## config.mk

```make
export PLATFORM = sky130hd
export DESIGN_NAME = addsub_accumulator
export DESIGN_NICKNAME = d
export VERILOG_FILES = /design/src/rtl/addsub_accumulator_pkg.sv /design/src/rtl/addsub_accumulator_core.sv /design/src/rtl/addsub_accumulator.sv
export SDC_FILE = /design/constraint.sdc
export NUM_CORES = 1
export LEC_CHECK = 0
export BUFFER_PORTS_ARGS = -buffer_cell sky130_fd_sc_hd__buf_2
export CORE_MARGIN = 2
export CORE_UTILIZATION = 44
export DETAILED_ROUTE_END_ITERATION = 8
export HOLD_SLACK_MARGIN = 0.15
export PLACE_DENSITY = 0.83
export SLEW_MARGIN = 0
export SYNTH_ARGS = -nofsm -noshare
export SYNTH_HDL_FRONTEND = slang
export SYNTH_SLANG_ARGS = --single-unit
```

## constraint.sdc

```tcl
create_clock -name clk -period 1.3 [get_ports clk]
set_input_delay 0.26 -clock clk [delete_from_list [all_inputs] [get_ports clk]]
set_output_delay 0.26 -clock clk [all_outputs]
set_load 0.01 [all_outputs]
```

## src/rtl/addsub_accumulator_pkg.sv

```systemverilog
// Shared types and the reference 4-bit add/sub step for the burst accumulator.
package addsub_pkg;

    typedef enum logic {ACCUM, HOLD} acc_state_t;

    localparam int ADDSUB_W = 4;
    localparam logic [ADDSUB_W-1:0] SAT_POS = {1'b0, {(ADDSUB_W-1){1'b1}}};
    localparam logic [ADDSUB_W-1:0] SAT_NEG = {1'b1, {(ADDSUB_W-1){1'b0}}};

    // Returns {carry, ovf, sum}; b is inverted with a +1 carry-in for subtraction.
    function automatic logic [ADDSUB_W+1:0] addsub_step(input logic [ADDSUB_W-1:0] acc,
                                                        input logic [ADDSUB_W-1:0] b,
                                                        input logic sub);
        logic [ADDSUB_W-1:0] bx;
        logic [ADDSUB_W:0]   r;
        logic                v;
        bx = b ^ {ADDSUB_W{sub}};
        r  = {1'b0, acc} + {1'b0, bx} + {{ADDSUB_W{1'b0}}, sub};
        v  = (acc[ADDSUB_W-1] == bx[ADDSUB_W-1]) && (r[ADDSUB_W-1] != acc[ADDSUB_W-1]);
        return {r[ADDSUB_W], v, r[ADDSUB_W-1:0]};
    endfunction

endpackage

```

## src/rtl/addsub_accumulator_core.sv

```systemverilog
// Combinational WIDTH-bit add/sub with carry-out and signed overflow; the slot where
// a gate-level ripple adder can replace the behavioural one for WIDTH=4.
module acc_addsub_core
    import addsub_pkg::*;
#(
    parameter int WIDTH = 4
) (
    input  logic [WIDTH-1:0] a_i,
    input  logic [WIDTH-1:0] b_i,
    input  logic             sub_i,
    output logic [WIDTH-1:0] sum_o,
    output logic             cout_o,
    output logic             ovf_o
);

    generate
        if (WIDTH == ADDSUB_W) begin : g_pkg
            logic [ADDSUB_W+1:0] r;
            assign r = addsub_step(a_i, b_i, sub_i);
            assign {cout_o, ovf_o, sum_o} = r;
        end else begin : g_gen
            logic [WIDTH-1:0] bx;
            logic [WIDTH:0]   r;
            assign bx     = b_i ^ {WIDTH{sub_i}};
            assign r      = {1'b0, a_i} + {1'b0, bx} + {{WIDTH{1'b0}}, sub_i};
            assign sum_o  = r[WIDTH-1:0];
            assign cout_o = r[WIDTH];
            assign ovf_o  = (a_i[WIDTH-1] == bx[WIDTH-1]) && (r[WIDTH-1] != a_i[WIDTH-1]);
        end
    endgenerate

endmodule

```

## src/rtl/addsub_accumulator.sv

```systemverilog
// Burst accumulator: folds valid/ready beats into acc +/- data and presents the result
// with carry/sticky-overflow. Define ADDSUB_SAT_EN to clamp on overflow instead of wrapping.
module addsub_accumulator
    import addsub_pkg::*;
#(
    parameter int WIDTH   = 4,
    parameter int COUNT_W = 3
) (
    input  logic               clk,
    input  logic               rst,
    input  logic               in_valid,
    output logic               in_ready,
    input  logic [WIDTH-1:0]   in_data,
    input  logic               in_sub,
    input  logic               in_last,
    output logic               out_valid,
    input  logic               out_ready,
    output logic [WIDTH-1:0]   out_sum,
    output logic               out_carry,
    output logic               out_ovf,
    output logic [COUNT_W-1:0] out_count
);

    localparam logic [COUNT_W-1:0] CNT_MAX = {COUNT_W{1'b1}};
    localparam logic [WIDTH-1:0]   LIM_POS = {1'b0, {(WIDTH-1){1'b1}}};
    localparam logic [WIDTH-1:0]   LIM_NEG = {1'b1, {(WIDTH-1){1'b0}}};

    acc_state_t         state_q;
    logic [WIDTH-1:0]   acc_q, acc_d, sum;
    logic [COUNT_W-1:0] count_q, count_d;
    logic               ovf_q, carry_q, in_ready_q, out_valid_q;
    logic               cout, ovf;

    acc_addsub_core #(.WIDTH(WIDTH)) u_core (
        .a_i    (acc_q),
        .b_i    (in_data),
        .sub_i  (in_sub),
        .sum_o  (sum),
        .cout_o (cout),
        .ovf_o  (ovf)
    );

    // Overflowed beats clamp toward the operands' common sign.
`ifdef ADDSUB_SAT_EN
    assign acc_d = ovf ? (acc_q[WIDTH-1] ? LIM_NEG : LIM_POS) : sum;
`else
    assign acc_d = sum;
    logic unused_lim;
    assign unused_lim = ^{LIM_POS, LIM_NEG};
`endif
    assign count_d = count_q + 1'b1;

    always_ff @(posedge clk or posedge rst) begin
        if (rst) begin
            state_q     <= ACCUM;
            acc_q       <= '0;
            count_q     <= '0;
            ovf_q       <= 1'b0;
            carry_q     <= 1'b0;
            in_ready_q  <= 1'b1;
            out_valid_q <= 1'b0;
        end else begin
            case (state_q)
                ACCUM: begin
                    if (in_valid && in_ready_q) begin
                        acc_q   <= acc_d;
                        count_q <= count_d;
                        carry_q <= cout;
                        ovf_q   <= ovf_q | ovf;
                        if (in_last || count_d == CNT_MAX) begin
                            state_q     <= HOLD;
                            in_ready_q  <= 1'b0;
                            out_valid_q <= 1'b1;
                        end
                    end
                end
                HOLD: begin
                    if (out_ready) begin
                        acc_q       <= '0;
                        count_q     <= '0;
                        carry_q     <= 1'b0;
                        ovf_q       <= 1'b0;
                        state_q     <= ACCUM;
                        in_ready_q  <= 1'b1;
                        out_valid_q <= 1'b0;
                    end
                end
                default: state_q <= ACCUM;
            endcase
        end
    end

    assign in_ready  = in_ready_q;
    assign out_valid = out_valid_q;
    assign out_sum   = acc_q;
    assign out_carry = carry_q;
    assign out_ovf   = ovf_q;
    assign out_count = count_q;

endmodule
```

# After elaboration in Yosys (flattened, before gate mapping)
# Cells that the tools add are included.
# classes
addsub	3
n_eq_ne	6
muxes	22
bitwise_logic	3
n_reduce_logical	5
# op_table
operator	count
1-bit 2-to-1 mux	11
1-bit one-hot mux with 2 select lines	5
4-bit 2-to-1 mux	2
4-bit one-hot mux with 2 select lines	1
3-bit 2-to-1 mux	2
2-bit inequality test (second input constant)	3
3-bit one-hot mux with 2 select lines	1
4-bit by 4-bit adder with 5-bit output	1
5-bit by 1-bit adder with 5-bit output	1
4-bit bitwise XOR	1
3-bit by 1-bit adder with 3-bit output (second input constant)	1
3-bit == test (second input constant)	1
3-bit AND reduction	1
1-bit logical AND	2
2-bit AND reduction	1
1-bit == test	1
1-bit logical OR	1
1-bit inequality test	1
1-bit inverter	1
1-bit bitwise OR	1
# word_totals
reg_bits	12
in_bits	10
output_inout_bits	11
elab_cells	46

# Longest topological paths before layout
# Gate-level depths: netlist of the first run.
# depth
ltp_word	8
mapped_depth	7
ltp_nobuf	7

# Cells and area by module
# Synthesis of the first run repeated with hierarchy kept, for this count alone.
# unflattened
cells_unflattened	71
hier_area_um2	739.5
# modules_own_cells
module	n_inst	cells_per_inst	area_each_um2	seq_area_each_um2
addsub_accumulator	1	53	545.5	301.5
acc_addsub_core	1	18	193.9	0.0

# Worst setup path before layout of the first run
# Ideal clock, no wire load.
# synth_path
path_type	reg-to-reg
start	register acc_q[2] (netlist: out_sum[2])
end	register ovf_q (netlist: out_ovf)
setup_ns	0.139
t_arrival_ns	1.264
t_required_ns	1.161
path_slack_ns	-0.103
path_stages_with_launch	6
n_path_buf	0
synth_period_minus_slack_ns	1.403
cell_sequence	dfrtp_1 -> ha_1 -> a21oi_1 -> o21ai_2 -> o31ai_1 -> a311oi_1
# synth_between
elab_chain_cells	7
# synth_rtl
item	line	text
from (decl)	addsub_accumulator.sv:29	logic [WIDTH-1:0] acc_q, acc_d, sum;
from (signal assigned)	addsub_accumulator.sv:56	acc_q <= '0;
from (signal assigned)	addsub_accumulator.sv:66	acc_q <= acc_d;
from (signal assigned)	addsub_accumulator.sv:79	acc_q <= '0;
4-bit by 4-bit adder with 5-bit output	addsub_accumulator_pkg.sv:18	r = {1'b0, acc} + {1'b0, bx} + {{ADDSUB_W{1'b0}}, sub};
5-bit by 1-bit adder with 5-bit output	addsub_accumulator_pkg.sv:18	
1-bit inequality test	addsub_accumulator_pkg.sv:19	v = (acc[ADDSUB_W-1] == bx[ADDSUB_W-1]) && (r[ADDSUB_W-1] != acc[ADDSUB_W-1]);
1-bit logical AND	addsub_accumulator_pkg.sv:19	
1-bit bitwise OR	addsub_accumulator.sv:69	ovf_q <= ovf_q | ovf;
1-bit 2-to-1 mux	addsub_accumulator.sv:65	if (in_valid && in_ready_q) begin
1-bit one-hot mux with 2 select lines	addsub_accumulator.sv:63	case (state_q)
to (signal assigned)	addsub_accumulator.sv:69	
to (decl)	addsub_accumulator.sv:31	logic ovf_q, carry_q, in_ready_q, out_valid_q;
# No other way between the ends. The select of a mux whose other input is x is not followed.
# A chain may end at the register's enable or synchronous reset.

# Worst setup path after layout of the first run
# Same ends and word-level chain as after synthesis.

==> results.cfg, run 1 <==
[min_path]
hold_path_startpoint = out_ready
worst_hold_path_type = in -> reg
hold_end = state_q$_DFF_PP0_
whs_path_depth = 2

[worst_setup_path]
r2r_slack_ps = -60
crit_type = reg -> reg
worstRegToRegCells = 5
cp-end-kind = flip-flop
cp.required_ps = 1450
r2r_end = out_ovf$_DFFE_PP0P_
start_kind = flip-flop
worstPathArrival_ps = 1510
reg2reg_from = out_sum[2]$_DFFE_PP0P_
crit_path_max_fanout = 3

[clocking]
cts_inserted_buffers = 3
clock_latency_ps = 270
root_buffer = clkbuf_4
cts_sinks = 12
clkTransAtPathRegs_ps = 70
cts-htree-levels = 1
clockBufferDepth = 2
tritoncts = done

[timing]
setup_viol = 5
rsz0062_at_grt = yes
fin_crit_sh_pct = 105
tightest_slew_ps = 456
maxSlewHeadroom_pct = 69.6
fin_crit_ps = 1360
slew_viol_final = 0
final.setup.worst_slack_ps = -59.1
hold_viol_final = 0
hold_ws_ps = 194
max_freq_mhz = 736
clock_skew_ps = 2.02

[logic_synthesis]
yosys.area.top_type = dfrtp_1
avgSynthCellArea_um2 = 9.99
synth_cell_types = 26
synth-seq-cells = 12
syn_area_um2 = 689
synth_flop_cell = dfrtp_1
ys_warn_count = 0
ys_top_cells_by_area = dfrtp_1, ha_1, o21ai_0
synthesis.instances = 69
synth_top_area_share_pct = 39.9
synth_edf_count = 0
syn_nets = 85
ys_seq_area_share_pct = 43.7
async_flop_share_pct = 100

[routing]
drt_pre_antenna_iters = 4
vias_per_cell = 5.18
drc = 0
routed_wl_um = 1700
via_count = 653
drt-wirelength-per-cell_um = 13.5
ant_nets = 0
drt_iter0_markers = 10

[floorplanning]
ios = 21
initial_utilization_pct = 46.3
die_area_um2 = 1900
fp.dieH_um = 43.6
rows = 14
die_w_um = 43.6
core_um2 = 1490

[layout]
drive_above_1_share_pct = 53.6
areaGrowthSynthToFinish_pct = 51.7
diodes = 0
final_nets = 127
instances_no_fill = 126

[placed_design]
io_buffer_count = 20
place_congestion = 0.805
hpwl_um = 1240
place_inst = 118

[power_and_ir_drop]
cellLeakagePower_uw = 0.000549
power.density_nw_per_um2 = 2270
ir_worst_vdd_uv = 1280

[flow_run]
cap_violations = 0

[grt]
antenna_found_initial = 0
overflow = 0
grt_start_max_net_pins = 17
grt_use_total_pct = 20.0
grt_pass1_wl_um = 2730
grt_pass1_vias = 643

[status]
violations = setup timing
run_status = complete, but fails checks
[worst max-delay path by stage]
| stage | from | to | slack [ps] | cells past startpoint |
|---|---|---|---|---|
| floorplan | out_sum[0]$_DFFE_PP0P_ | out_carry$_DFFE_PP0P_ | -60 | 6 |
| global placement | in_sub | out_carry$_DFFE_PP0P_ | -230 | 8 |
| detailed placement | in_sub | out_carry$_DFFE_PP0P_ | -270 | 8 |
| CTS | out_sum[0]$_DFFE_PP0P_ | out_carry$_DFFE_PP0P_ | -50 | 6 |
| global route | out_sum[2]$_DFFE_PP0P_ | out_ovf$_DFFE_PP0P_ | -120 | 4 |
| finish | out_sum[2]$_DFFE_PP0P_ | out_ovf$_DFFE_PP0P_ | -60 | 5 |
[where the power goes]
part	switching, uW	internal (uW)	total [uW]	leakage, uW
Sequential	142	551	693	0.000152
Combinational	683	705	1390	0.000376
Clock	123	170	293	0.0000210
Total	948	1430	2370	0.000549
[state kept, by name, indices dropped and copies added (netlist names)]
| register | count |
|---|---|
| state_q | 1 |
| in_ready | 1 |
| out_count | 3 |
| out_carry | 1 |
| out_valid | 1 |
| out_sum | 4 |
| out_ovf | 1 |
[Yosys cell counts (3+ instances only)]
cell type  instances
dfrtp_1           11
ha_1               5
a21oi_1            3
inv_1              7
xor2_1             5
o21ai_0           10
nand2_1            4
nand3_1            6
[placed cells by master, fill, tap and decap left out]
cell type / netlist / final
buf_2: 0 / 20
buf_4: 0 / 17
dfrtp_1: 11 / 11
o21ai_0: 10 / 7
inv_1: 7 / 6
nand3_1: 6 / 6
xor2_1: 5 / 4
a21oi_2: 0 / 3
o21ai_1: 1 / 3
nand2_1: 4 / 3
ha_1: 5 / 3
clkbuf_4: 0 / 3
nand2_2: 1 / 2
nand3b_4: 1 / 1
nand2b_1: 1 / 1
and2_4: 1 / 1
nor2_1: 1 / 1
nand4_1: 1 / 1
o21ai_2: 1 / 1
mux2i_2: 0 / 1
o21ai_4: 0 / 1
xnor2_2: 0 / 1
xor2_2: 0 / 1
inv_2: 0 / 1
o22ai_1: 1 / 1
a21o_1: 1 / 1
o21a_1: 1 / 1
o31ai_2: 0 / 1
a311oi_1: 1 / 1
fa_2: 0 / 1
ha_4: 0 / 1
ha_2: 0 / 1
clkbuf_8: 0 / 1
dlygate4sd3_1: 0 / 1
dfstp_2: 1 / 1
[layout make-up]
cell class                      instances  area, um2
Sequential cell                        12        302
Tap cell                               16       20.0
Clock buffer                            4       36.3
Multi-Input combinational cell         49        424
Inverter                                7       26.3
Fill cell                             111        443
Timing Repair Buffer                   38        238
[worst max-delay path, cell delays in order, from the launching register on]
cell	delay, ps
dfrtp_1	420
ha_4	270
a21oi_2	190
o21ai_4	100
o31ai_2	180
a311oi_1	60
[logic make-up (layout without fill, tap and decap cells)]
| family | Yosys count | count (layout) | share of synthesized area, % |
|---|---|---|---|
| and+or+nand+nor | 16 | 16 | 14.0 |
| buffers and inverters | 8 | 49 | 4.36 |
| muxes | 1 | 1 | 1.45 |
| xor gates and xnor gates | 6 | 6 | 7.62 |
| AOI/OAI and AO/OA | 20 | 20 | 16.9 |
| adders and majority gates | 6 | 6 | 12.0 |
| DFF | 12 | 12 | 43.7 |
[metrics by stage]
step	util (%)	setup slack (ps)	setup TNS [ps]	power, uW	area [um2]
global route	70.3	-115	-404	2560	1050
detailed placement	62.3	-268	-1110	1850	927
floorplan	-	-63.6	-94.4	1330	706
finish	70.3	-59.1	-126	2370	1050
global placement	62.3	-232	-826	1760	927
CTS	68.2	-52.6	-126	2280	1020
[timing repair]
| item | CTS | global route |
|---|---|---|
| endpoints found under the setup margin | 6 | 7 |
| pin swaps | 3 | 1 |
| endpoints found under the hold margin | 11 | 0 |
| resized for setup | 11 | 4 |
| hold buffers | 1 | 0 |
| setup buffers | 2 | 1 |
[per-layer routing]
layer,global-route usage (%),routed length [um],vias up
met4,9.09,22,0
li1,-,-,320
met3,3.75,88,4
met1,24.3,692,308
met2,34.1,893,21
met5,0,0,-
(Power assumes the default switching activity.)
==> run 2, diff against run 1 <==
--- a/config.mk
+++ b/config.mk
@@ -5,6 +5,7 @@
 export SDC_FILE = /design/constraint.sdc
 export NUM_CORES = 1
 export LEC_CHECK = 0
+export ABC_AREA = 1
 export BUFFER_PORTS_ARGS = -buffer_cell sky130_fd_sc_hd__buf_2
 export CORE_MARGIN = 2
 export CORE_UTILIZATION = 44
==> results.cfg, run 2 <==
[logic_synthesis]
synth_edf_count = 0
synth_most_common_cell = nand2_1
ys_top_cells_by_area = dfrtp_1, nand2_1, ha_1
avgSynthCellArea_um2 = 8.77
synth-seq-cells = 12
synthesis.instances = 80
synth_cell_types = 20
async_flop_share_pct = 100
synth_top_area_share_pct = 39.2
ys_warn_count = 0
synth_common_cells = nand2_1, dfrtp_1, inv_1, o21ai_1, ha_1
ys_seq_area_share_pct = 43.0
yosys.area.top_type = dfrtp_1
syn_area_um2 = 702
syn_nets = 96
synth_flop_cell = dfrtp_1

[worst_setup_path]
r2r_end = out_sum[3]$_DFFE_PP0P_
crit_path_max_fanout = 3
cp-end-kind = flip-flop
worstPathArrival_ps = 1470
crit_type = reg -> reg
reg2reg_from = out_sum[2]$_DFFE_PP0P_
worstRegToRegCells = 8
setup.worst_path.end = out_sum[3]$_DFFE_PP0P_
start_kind = flip-flop
r2r_slack_ps = -7
setup.worst_path.start = out_sum[2]$_DFFE_PP0P_
cp.required_ps = 1460

[placed_design]
io_buffer_count = 20
place_inst = 123
hpwl_um = 1130
place_congestion = 0.735

[layout]
final_cell_mix = buf_2, nand2_1, dfrtp_1
diodes = 0
fin_util_pct = 68.4
drive_above_1_share_pct = 55.3
final_nets = 131
final_common_cell = buf_2
instances_no_fill = 130
fill_cells = 117
areaGrowthSynthToFinish_pct = 46.9
largest_reg_flops = 4

[floorplanning]
die_area_um2 = 1930
die_w_um = 43.9
core_um2 = 1510
ios = 21
fp.dieH_um = 43.9
rows = 14
initial_utilization_pct = 46.6

[power_and_ir_drop]
power.density_nw_per_um2 = 2190
cellLeakagePower_uw = 0.000529
ir_worst_vdd_uv = 1020

[timing]
hold_ws_ps = 176
fin_crit_ps = 1310
tns_ps = -7.12
tightest_slew_ps = 454
fin_crit_sh_pct = 101
slew_viol_final = 0
hold_viol_final = 0
clock_skew_ps = 2.52
final.setup.worst_slack_ps = -7.12
max_freq_mhz = 765
maxSlewHeadroom_pct = 69.7
rsz0062_at_grt = yes
setup_viol = 1

[clocking]
root_buffer = clkbuf_4
clock_latency_ps = 270
cts-htree-levels = 1
cts_inserted_buffers = 3
clkTransAtPathRegs_ps = 80
cts_sinks = 12
tritoncts = done
clockBufferDepth = 2

[routing]
vias_per_cell = 4.92
routed_wl_um = 1590
drt_pre_antenna_iters = 4
drt-wirelength-per-cell_um = 12.2
ant_nets = 0
via_count = 640
drt_iter0_markers = 6
drc = 0

[status]
violations = setup timing
run_status = complete, but fails checks

[grt]
grt_pass1_wl_um = 2380
grt_start_max_net_pins = 13
grt_pass1_vias = 575
grt_use_total_pct = 17.3
antenna_found_initial = 0
overflow = 0

[min_path]
worst_hold_path_type = in -> reg

[flow_run]
cap_violations = 0
## run 2: final cells by class
class / count / area (um2) / share of cell area [%]
Clock buffer: 4 / 36.3 / 3.52
Tap cell: 16 / 20.0 / 1.94
Multi-Input combinational cell: 55 / 445 / 43.2
Timing Repair Buffer: 30 / 178 / 17.2
Sequential cell: 12 / 303 / 29.4
Inverter: 13 / 48.8 / 4.73
## run 2: logic make-up after synthesis
logic type	after synthesis	share of synthesized area, %
AOI/OAI and AO/OA	15	11.8
xor gates and xnor gates	5	6.24
adders and majority gates	6	11.8
buffers and inverters	13	6.95
DFF	12	43.0
and+or+nand+nor	29	20.3
## run 2: power by group
group	switching, uW	leakage [uW]	internal, uW
logic	666	0.000359	613
clock network	124	0.0000210	170
registers	139	0.000149	544
## run 2: repair_timing
action | 4_1_cts | 5_1_grt
setup buffers | 1 | 1
hold buffers | 1 | 0
hold endpoints to repair | 11 | 0
pin swaps | 2 | 6
cloned | 0 | 0
resized for setup | 5 | 13
endpoints found under the setup margin | 4 | 8
## run 2: metal layers
layer / GRT usage, % / wire (um) / up-vias / share of wire, %
met2: 28.2 / 823 / 17 / 52
li1: - / - / 321 / -
met4: 10.9 / 16 / 0 / 1.0
met1: 22.0 / 698 / 300 / 44
met5: 0 / 0 / - / 0
met3: 1.25 / 53 / 2 / 3.3
## run 2: worst min path at each step
stage / from / cells after the start / slack, ps / to
3_3_place_gp: rst / 2 / 280 / out_count[2]$_DFFE_PP0P_
6_report: out_ready / 2 / 180 / state_q$_DFF_PP0_
3_5_place_dp: rst / 2 / 290 / out_ovf$_DFFE_PP0P_
2_1_floorplan: rst / 1 / 120 / out_carry$_DFFE_PP0P_
4_1_cts: out_ready / 2 / 170 / state_q$_DFF_PP0_
5_1_grt: out_ready / 2 / 190 / state_q$_DFF_PP0_
## run 2: metrics by stage
step / cell area (um2) / total power [uW] / setup WS [ps]
4_1_cts: 962 / 2110 / 6.81
3_3_place_gp: 895 / 1720 / -194
5_1_grt: 1030 / 2420 / -57.5
6_report: 1030 / 2260 / -7.12
2_1_floorplan: 722 / 1330 / -1.07
3_5_place_dp: 895 / 1760 / -284
## run 2: critical path, stage by stage (launching register included)
cell     delay, ps
dfrtp_1        430
ha_4           310
nand2_2         50
inv_2           50
nand2_2         50
nand2_2         90
a21oi_2         60
o21ai_1         80
nand2_1         60
